[src/rtl/tex_spi_pkg.sv]
// Shared constants for the texture-flash SPI reader: FSM encoding, command
// byte and bit-count helpers derived from the address width.
package tex_spi_pkg;

   localparam logic [2:0] S_IDLE = 3'd0;
   localparam logic [2:0] S_CMD  = 3'd1;
   localparam logic [2:0] S_ADDR = 3'd2;
   localparam logic [2:0] S_DATA = 3'd3;
   localparam logic [2:0] S_GAP  = 3'd4;

   localparam logic [7:0] CMD_READ_DEFAULT = 8'h03;
   localparam int         ADDR_W_DEFAULT   = 24;
   localparam int         CMD_BITS         = 8;
   localparam int         DATA_BITS        = 8;

   // Wide enough for the longest phase (command + address) without wrapping.
   function automatic int bit_cnt_w(input int addr_w);
      return $clog2(addr_w + CMD_BITS + 1);
   endfunction

endpackage

[src/rtl/tex_spi_shift.sv]
// Generic MSB-first shift register with parallel load; serves as the
// command/address serializer and as the read-data deserializer.
module tex_spi_shift #(
   parameter int W = 8
) (
   input  logic         clk,
   input  logic         load,
   input  logic [W-1:0] load_val,
   input  logic         shift,
   input  logic         sin,
   output logic [W-1:0] q
);

   always_ff @(posedge clk) begin
      if (load) begin
         q <= load_val;
      end else if (shift) begin
         q <= {q[W-2:0], sin};
      end
   end

endmodule

[src/rtl/tex_spi_reader.sv]
// Single-byte 0x03 READ controller for the texture SPI flash; one request
// in flight, SPI mode 0 at clk/2, response returned as a one-cycle strobe.
module tex_spi_reader
   import tex_spi_pkg::*;
#(
   parameter int          ADDR_W   = ADDR_W_DEFAULT,
   parameter logic [7:0]  CMD_READ = CMD_READ_DEFAULT,
   parameter int          CS_GAP   = 2
) (
   input  logic              clk,
   input  logic              rst_n,
   input  logic              req_valid,
   input  logic [ADDR_W-1:0] req_addr,
   output logic              req_ready,
   output logic              rsp_valid,
   output logic [7:0]        rsp_data,
   output logic              tex_csb,
   output logic              tex_sclk,
   output logic              tex_out0,
   output logic              tex_oeb0,
   input  logic [3:0]        tex_in
);

   localparam int CW = bit_cnt_w(ADDR_W);
   localparam int SW = CMD_BITS + ADDR_W;

   localparam logic [CW-1:0] CMD_LAST  = CW'(CMD_BITS - 1);
   localparam logic [CW-1:0] ADDR_LAST = CW'(ADDR_W - 1);
   localparam logic [CW-1:0] DATA_LAST = CW'(DATA_BITS - 1);
   localparam logic [CW-1:0] GAP_LAST  = CW'(CS_GAP - 1);

   logic [2:0]    state;
   logic          phase;
   logic [CW-1:0] cnt;
   logic          ready_q;
   logic [SW-1:0] tx_q;
   logic [7:0]    rx_q;
   logic [CW-1:0] last_bit;
   logic [2:0]    state_after;

   logic accept, active, driving, bit_end;
   assign accept  = req_valid && ready_q && (state == S_IDLE);
   assign active  = (state == S_CMD) || (state == S_ADDR) || (state == S_DATA);
   assign driving = (state == S_CMD) || (state == S_ADDR);
   assign bit_end = active && phase;

   always_comb begin
      last_bit    = DATA_LAST;
      state_after = S_GAP;
      case (state)
         S_CMD: begin
            last_bit    = CMD_LAST;
            state_after = S_ADDR;
         end
         S_ADDR: begin
            last_bit    = ADDR_LAST;
            state_after = S_DATA;
         end
         default: ;
      endcase
   end

   tex_spi_shift #(.W(SW)) u_tx (
      .clk      (clk),
      .load     (accept),
      .load_val ({CMD_READ, req_addr}),
      .shift    (bit_end && driving),
      .sin      (1'b0),
      .q        (tx_q)
   );

   // MISO is launched by the flash on our own falling SCLK, so it is stable
   // at the clk edge that ends phase 1 and needs no synchroniser.
   tex_spi_shift #(.W(8)) u_rx (
      .clk      (clk),
      .load     (1'b0),
      .load_val (8'h00),
      .shift    (bit_end && (state == S_DATA)),
      .sin      (tex_in[1]),
      .q        (rx_q)
   );

   always_ff @(posedge clk or negedge rst_n) begin
      if (!rst_n) begin
         state     <= S_IDLE;
         phase     <= 1'b0;
         cnt       <= '0;
         ready_q   <= 1'b0;
         rsp_valid <= 1'b0;
         rsp_data  <= 8'h00;
      end else begin
         rsp_valid <= 1'b0;
         case (state)
            S_IDLE: begin
               ready_q <= ~accept;
               if (accept) begin
                  state <= S_CMD;
                  cnt   <= '0;
                  phase <= 1'b0;
               end
            end
            S_CMD, S_ADDR, S_DATA: begin
               phase <= ~phase;
               if (phase) begin
                  if (cnt == last_bit) begin
                     cnt   <= '0;
                     state <= state_after;
                     if (state == S_DATA) begin
                        rsp_valid <= 1'b1;
                        rsp_data  <= {rx_q[6:0], tex_in[1]};
                     end
                  end else begin
                     cnt <= cnt + CW'(1);
                  end
               end
            end
            S_GAP: begin
               if (cnt == GAP_LAST) begin
                  cnt     <= '0;
                  state   <= S_IDLE;
                  ready_q <= 1'b1;
               end else begin
                  cnt <= cnt + CW'(1);
               end
            end
            default: state <= S_IDLE;
         endcase
      end
   end

   assign req_ready = ready_q;
   assign tex_csb   = ~active;
   assign tex_sclk  = phase;
   assign tex_oeb0  = ~driving;
   assign tex_out0  = driving & tx_q[SW-1];

   logic unused_bits;
   assign unused_bits = ^{tx_q[SW-2:0], rx_q[7], tex_in[3:2], tex_in[0]};

endmodule
[config.mk]
export PLATFORM = sky130hd
export DESIGN_NAME = tex_spi_reader
export DESIGN_NICKNAME = d
export VERILOG_FILES = /design/src/rtl/tex_spi_pkg.sv /design/src/rtl/tex_spi_shift.sv /design/src/rtl/tex_spi_reader.sv
export SDC_FILE = /design/constraint.sdc
export NUM_CORES = 1
export LEC_CHECK = 0
export CORE_ASPECT_RATIO = 0.5
export CORE_MARGIN = 2
export CORE_UTILIZATION = 40
export CTS_CLUSTER_SIZE = 30
export DETAILED_ROUTE_END_ITERATION = 7
export PLACE_DENSITY_LB_ADDON = 0.08
export SYNTH_ARGS = -nofsm -noshare
export SYNTH_HDL_FRONTEND = slang
export SYNTH_SLANG_ARGS = --single-unit
[constraint.sdc]
create_clock -name clk -period 3.05 [get_ports clk]
set_input_delay 0.4575 -clock clk [delete_from_list [all_inputs] [get_ports clk]]
set_output_delay 0.4575 -clock clk [all_outputs]
set_load 0.005 [all_outputs]
# Yosys cells after proc, flatten, opt, wreduce, memory -nomap -nowiden
# Index checks and enable logic that the tools add are counted.
dict set report totals {
  register_bits 59
}
dict set report op_classes {
  n_reduce_logical 18
  add_sub_neg 1
  n_eq_ne 10
  bitwise 5
  muxes 22
}
# cell count
set op_table {}
lappend op_table {{24-bit 2-to-1 mux} 2}
lappend op_table {{6-bit 2-to-1 mux} 4}
lappend op_table {{6-bit one-hot mux with 3 select lines} 1}
lappend op_table {{3-bit 2-to-1 mux} 4}
lappend op_table {{3-bit one-hot mux with 3 select lines} 1}
lappend op_table {{2-bit inequality test (second input constant)} 4}
lappend op_table {{4-bit AND reduction} 2}
lappend op_table {{6-bit by 1-bit adder with 6-bit output (second input constant)} 1}
lappend op_table {{3-bit by 2-bit == test with 1-bit output (second input constant)} 2}
lappend op_table {{6-bit by 1-bit == test with 1-bit output (second input constant)} 1}
lappend op_table {{6-bit by 5-bit == test with 1-bit output} 1}
lappend op_table {{1-bit 2-to-1 mux} 6}
lappend op_table {{3-bit one-hot mux with 2 select lines} 1}
lappend op_table {{2-bit nonzero test} 3}
lappend op_table {{1-bit logical AND} 5}
lappend op_table {{5-bit 2-to-1 mux} 1}
lappend op_table {{1-bit inverter} 4}
lappend op_table {{1-bit one-hot mux with 2 select lines} 2}
lappend op_table {{2-bit AND reduction} 2}
lappend op_table {{3-bit by 1-bit == test with 1-bit output (second input constant)} 1}
lappend op_table {{3-bit == test (second input constant)} 1}
lappend op_table {{3-bit zero test} 1}
lappend op_table {{3-bit AND reduction} 1}
lappend op_table {{3-bit nonzero test} 1}
lappend op_table {{3 further kinds} 4}

# Depth between registers and ports, before layout
dict set report logic_depth {
  ltp_word 7
  depth_mapped 7
}

# Cells and area by module
# A second synthesis with hierarchy kept.
dict set report unflattened {
  hier_cells 187
  area_unflattened_um2 2942.8
}
# module seq_area_each_um2 area_each_um2 instances cells_per_inst
set modules_own_cells {}
lappend modules_own_cells {{tex_spi_shift (u_tx)} 960.9 1507.7 1 69}
lappend modules_own_cells {tex_spi_reader 500.5 1057.3 1 100}
lappend modules_own_cells {{tex_spi_shift (u_rx)} 240.2 377.9 1 18}

# Worst setup path before layout
# OpenSTA, ideal clock, no wires.
dict set report synth_timing {
  kind {reg-to-reg}
  start {register state[2]}
  end {register u_tx.q[0], enable pin}
  arrival_time_ns 1.847
  path_slack_ns 0.822
  stages_incl_launch_ff 6
  required_time_ns 2.669
  setup_time_ns 0.381
  synth_period_minus_slack_ns 2.228
  cell_sequence {dfrtp_1 clkbuf_1 nor3_1 nand3_1 clkbuf_1 nand2_1}
}
dict set report synth_via {
  elab_chain_cells 6
}
# item line
set synth_rtl {}
lappend synth_rtl {{start: declaration} tex_spi_reader.sv:32} ;# logic [2:0] state;
lappend synth_rtl {{start signal: assignment} tex_spi_reader.sv:107} ;# state <= state_after;
lappend synth_rtl {{3-bit by 1-bit == test with 1-bit output or 3-bit by 2-bit == test with 1-bit output (tied branches)} {tex_spi_reader.sv:43, tex_spi_reader.sv:44}}
lappend synth_rtl {{1-bit logical OR} {tex_spi_reader.sv:43, tex_spi_reader.sv:44}}
lappend synth_rtl {{1-bit logical OR} tex_spi_reader.sv:43} ;# assign active = (state == S_CMD) || (state == S_ADDR) || (state == S_DATA);
lappend synth_rtl {{1-bit logical AND} tex_spi_reader.sv:45} ;# assign bit_end = active && phase;
lappend synth_rtl {{1-bit logical AND} tex_spi_reader.sv:67} ;# .shift (bit_end && driving),
lappend synth_rtl {{2-bit nonzero test (no line) (*)} --}
lappend synth_rtl {{end signal: assignment} tex_spi_shift.sv:16} ;# q <= load_val;
lappend synth_rtl {{end signal: assignment} tex_spi_shift.sv:18} ;# q <= {q[W-2:0], sin};
lappend synth_rtl {{end: declaration} tex_spi_shift.sv:11} ;# output logic [W-1:0] q
# Mark *: on every way between the ends. The rest lies on a longest branch, timed or not.
# A chain may end at the register's enable or synchronous reset.

# Worst setup path in the final report
dict set report layout_timing {
  start {register state[0]}
  end {output port tex_out0}
}
dict set report layout_via {
  elab_chain_cells 3
}
# item line
set layout_rtl {}
lappend layout_rtl {{3-bit by 1-bit == test with 1-bit output or 3-bit by 2-bit == test with 1-bit output (tied branches)} tex_spi_reader.sv:44} ;# assign driving = (state == S_CMD) || (state == S_ADDR);
lappend layout_rtl {{1-bit logical OR (*)} tex_spi_reader.sv:44}
lappend layout_rtl {{1-bit bitwise AND (*)} tex_spi_reader.sv:135} ;# assign tex_out0 = driving & tx_q[SW-1];
lappend layout_rtl {{end: declaration} tex_spi_reader.sv:19} ;# output logic tex_out0,
# Marks and branches as above.

==> results.json <==
{
  "drt-wirelength-per-cell_um": 12.4,
  "fin_crit_sh_pct": 75.7,
  "hold_violations": 0,
  "hp-start": "u_rx.q[2]",
  "clock_sinks": 59,
  "cts_tree": "yes",
  "drtPass1Iterations": 4,
  "cts-hold-fix-buffers": 0,
  "ys_warn_count": 0,
  "start_util_pct": 41.7,
  "timing.fmax_mhz": 433,
  "io_buffers": 41,
  "coreArea_um2": 6110,
  "worstPathCellList": "xnor2_1 -> nor2_1 -> buf_4 -> and2_1 -> clkdlybuf4s50_1",
  "drtAntennaViolNets": 0,
  "grtUsageTotal_pct": 14.9,
  "fin_area_um2": 3320,
  "antenna_cells": 0,
  "die_width_um": 117,
  "cts_root_buffer": "clkbuf_16",
  "viasPerCell": 4.67,
  "grt_max_degree": 32,
  "synth_top_cell_by_area": "edfxtp_1",
  "synth_seq_cells": 59,
  "busiest_layer": "met2",
  "startpoint": "state[0]",
  "r2r_start": "cnt[3]",
  "setup-violations-final": 0,
  "final_common_cell": "nand2_1",
  "grt_pass1_vias": 1685,
  "report.final.slew_viol_count": 0,
  "cts.clk_slew.worst_paths_ns": 0.05,
  "overflow": 0,
  "cp.depth": 5,
  "leakage_nw": 1.43,
  "p_switching_mw": 0.340,
  "netlist_instances": 242,
  "min_period_ns": 2.31,
  "critPathMaxStageDelay_ns": 0.49,
  "r2r_slack_ns": 1.00,
  "dieArea_um2": 7060,
  "pwr-share-comb_pct": 2.3,
  "placementRows": 20,
  "hpwl_um": 2850,
  "drv_cap": 0,
  "routed_wl_um": 4680,
  "final_cell_mix": "88 x nand2_1, 41 x clkdlybuf4s50_1, 31 x edfxtp_1, 20 x dfrtp_1, 14 x nand3_1",
  "clockBufferDepth": 2,
  "ys_top_cells_by_area": "edfxtp_1 37%, dfrtp_1 20%, nand2_1 13%",
  "post_cts_buffers": 0,
  "place_area_um2": 3040,
  "netlist_area_um2": 2550,
  "internal-power_mw": 1.45,
  "clk_latency_ns": 0.33,
  "worst-setup-path-type": "flip-flop to output pin",
  "drive_above_1_share_pct": 11.0,
  "critPathCapture": "tex_out0",
  "antenna_found_initial": 0,
  "cts_buffers": 9,
  "drc": 0,
  "grt_util_met1_pct": 18.0,
  "crit_buf_inv": 2,
  "sw_frac_of_total_pct": 19.0,
  "cp.arrival_ns": 1.85,
  "rsz0062_at_grt": "no",
  "cpLargestDelayFamily": "buffers and inverters",
  "reg2reg_depth": 4,
  "slowest_stage": "clkdlybuf4s50_1",
  "relSlewSlack_pct": 34.5,
  "status": "completed",
  "power_density_nw_per_um2": 540,
  "crit_fanout": 11,
  "pwr-share-seq_pct": 46.6,
  "fillers": 570,
  "worstHoldPathType": "flip-flop to flip-flop",
  "fin_worst_skew_ns": 0.00499,
  "htreeDepth": 3,
  "vdd_ir_drop_max_mv": 0.289,
  "cp.required_ns": 2.59,
  "syn_avg_cell_area_um2": 10.5,
  "area_delta_synth_final_pct": 30.2,
  "ys_seq_area_share_pct": 62.5,
  "via_count": 1765,
  "io_pins": 45,
  "worst_pin_slew_ns": 0.979,
  "synth_cell_types": 37,
  "p_clk_share_pct": 51.1,
  "ctsResizeCount": 0,
  "drtIter0Drc": 110,
  "place.gp.congestion": 0.770,
  "synth_top_cell_area_share_pct": 36.6,
  "nets": 318,
  "use_met3_pct": 7.19,
  "die_height_um": 60.4,
  "syn_nets": 275,
  "grt_pass1_wl_um": 7690,
  "critPathLaunchType": "flip-flop",
  "setup_tns_ns": 0,
  "grt_use_met2_pct": 23.1,
  "postLayoutCoreUtil_pct": 54.3,
  "rr_endpoint": "rsp_data[6]",
  "end_kind": "output pin"
}
-- cells by family after synthesis --
family / Yosys count / share of synthesized area (%)
and+or+nand+nor: 129 / 21.8
DFF: 59 / 62.5
AOI/OAI and AO/OA: 22 / 6.54
buffers and inverters: 17 / 2.80
muxes: 10 / 4.37
xor gates and xnor gates: 3 / 1.03
adders and majority gates: 2 / 0.983
-- power groups by stage --
stage	combinational [mW]	clock (mW)	sequential (mW)
after floorplan	0.000920	0	0.848
after global placement	0.0419	0	0.848
after detailed placement	0.0421	0	0.848
after CTS	0.0423	0.940	0.833
after global routing	0.0443	0.975	0.832
final	0.0415	0.915	0.833
-- cell type report --
cell class	count	area [um^2]	area share, %
Multi-Input combinational cell	166	886	26.7
Tap cell	88	110	3.32
Clock buffer	13	260	7.85
Clock inverter	3	12.5	0.377
Sequential cell	59	1590	48.0
Timing Repair Buffer	45	440	13.3
Inverter	4	15.0	0.453
-- routing by layer --
layer | share of wire (%) | wire [um]
met1 | 49 | 2290
met2 | 44 | 2070
met3 | 5.9 | 276
met4 | 0.90 | 42
met5 | 0 | 0
-- cell usage after synthesis --
| library cell | n |
|---|---|
| a211o_1 | 1 |
| a21oi_1 | 8 |
| a22o_1 | 1 |
| a31oi_1 | 1 |
| and2_1 | 2 |
| and3_1 | 2 |
| and4bb_2 | 1 |
| buf_2 | 3 |
| buf_4 | 1 |
| clkbuf_1 | 9 |
| dfrtp_1 | 20 |
| dfxtp_1 | 8 |
| edfxtp_1 | 31 |
| ha_1 | 2 |
| inv_1 | 4 |
| mux2_2 | 9 |
| mux2i_1 | 1 |
| nand2_1 | 88 |
| nand2b_1 | 2 |
| nand3_1 | 14 |
| nor2_1 | 10 |
| nor2b_1 | 3 |
| nor3_1 | 2 |
| nor4_1 | 1 |
| o21a_1 | 1 |
| o21ai_0 | 3 |
| o2bb2ai_1 | 1 |
| o311a_2 | 1 |
| o311ai_4 | 1 |
| o31ai_1 | 2 |
| o32a_1 | 1 |
| o41ai_1 | 1 |
| or2_2 | 2 |
| or2b_1 | 1 |
| or3_4 | 1 |
| xnor2_1 | 2 |
| xor2_1 | 1 |
-- state kept, by name (all words and copies together), names as in the netlist --
| name | flops |
|---|---|
| u_tx.q | 32 |
| req_ready | 1 |
| u_rx.q | 7 |
| rsp_data | 8 |
| state | 3 |
| rsp_valid | 1 |
| tex_sclk | 1 |
| cnt | 6 |
-- through the flow --
stage | power, mW | hold slack (ns) | instances | setup WS [ns]
CTS | 1.82 | 0.443 | 378 | 0.728
detailed placement | 0.890 | 0.432 | 362 | 0.981
global placement | 0.889 | 0.425 | 362 | 1.01
global route | 1.85 | 0.453 | 378 | 0.619
floorplan | 0.849 | 0.162 | 242 | 0.822
finish | 1.79 | 0.443 | 378 | 0.740
-- how the worst min path moves through the flow --
stage,endpoint,depth (start not counted),slack (ns)
floorplan,cnt[0],0,0.16
global placement,u_rx.q[1],0,0.42
detailed placement,u_rx.q[3],0,0.43
CTS,u_rx.q[3],0,0.44
global route,u_rx.q[3],0,0.45
finish,u_rx.q[3],0,0.44
Note: power is estimated with default switching activity, not from simulation.
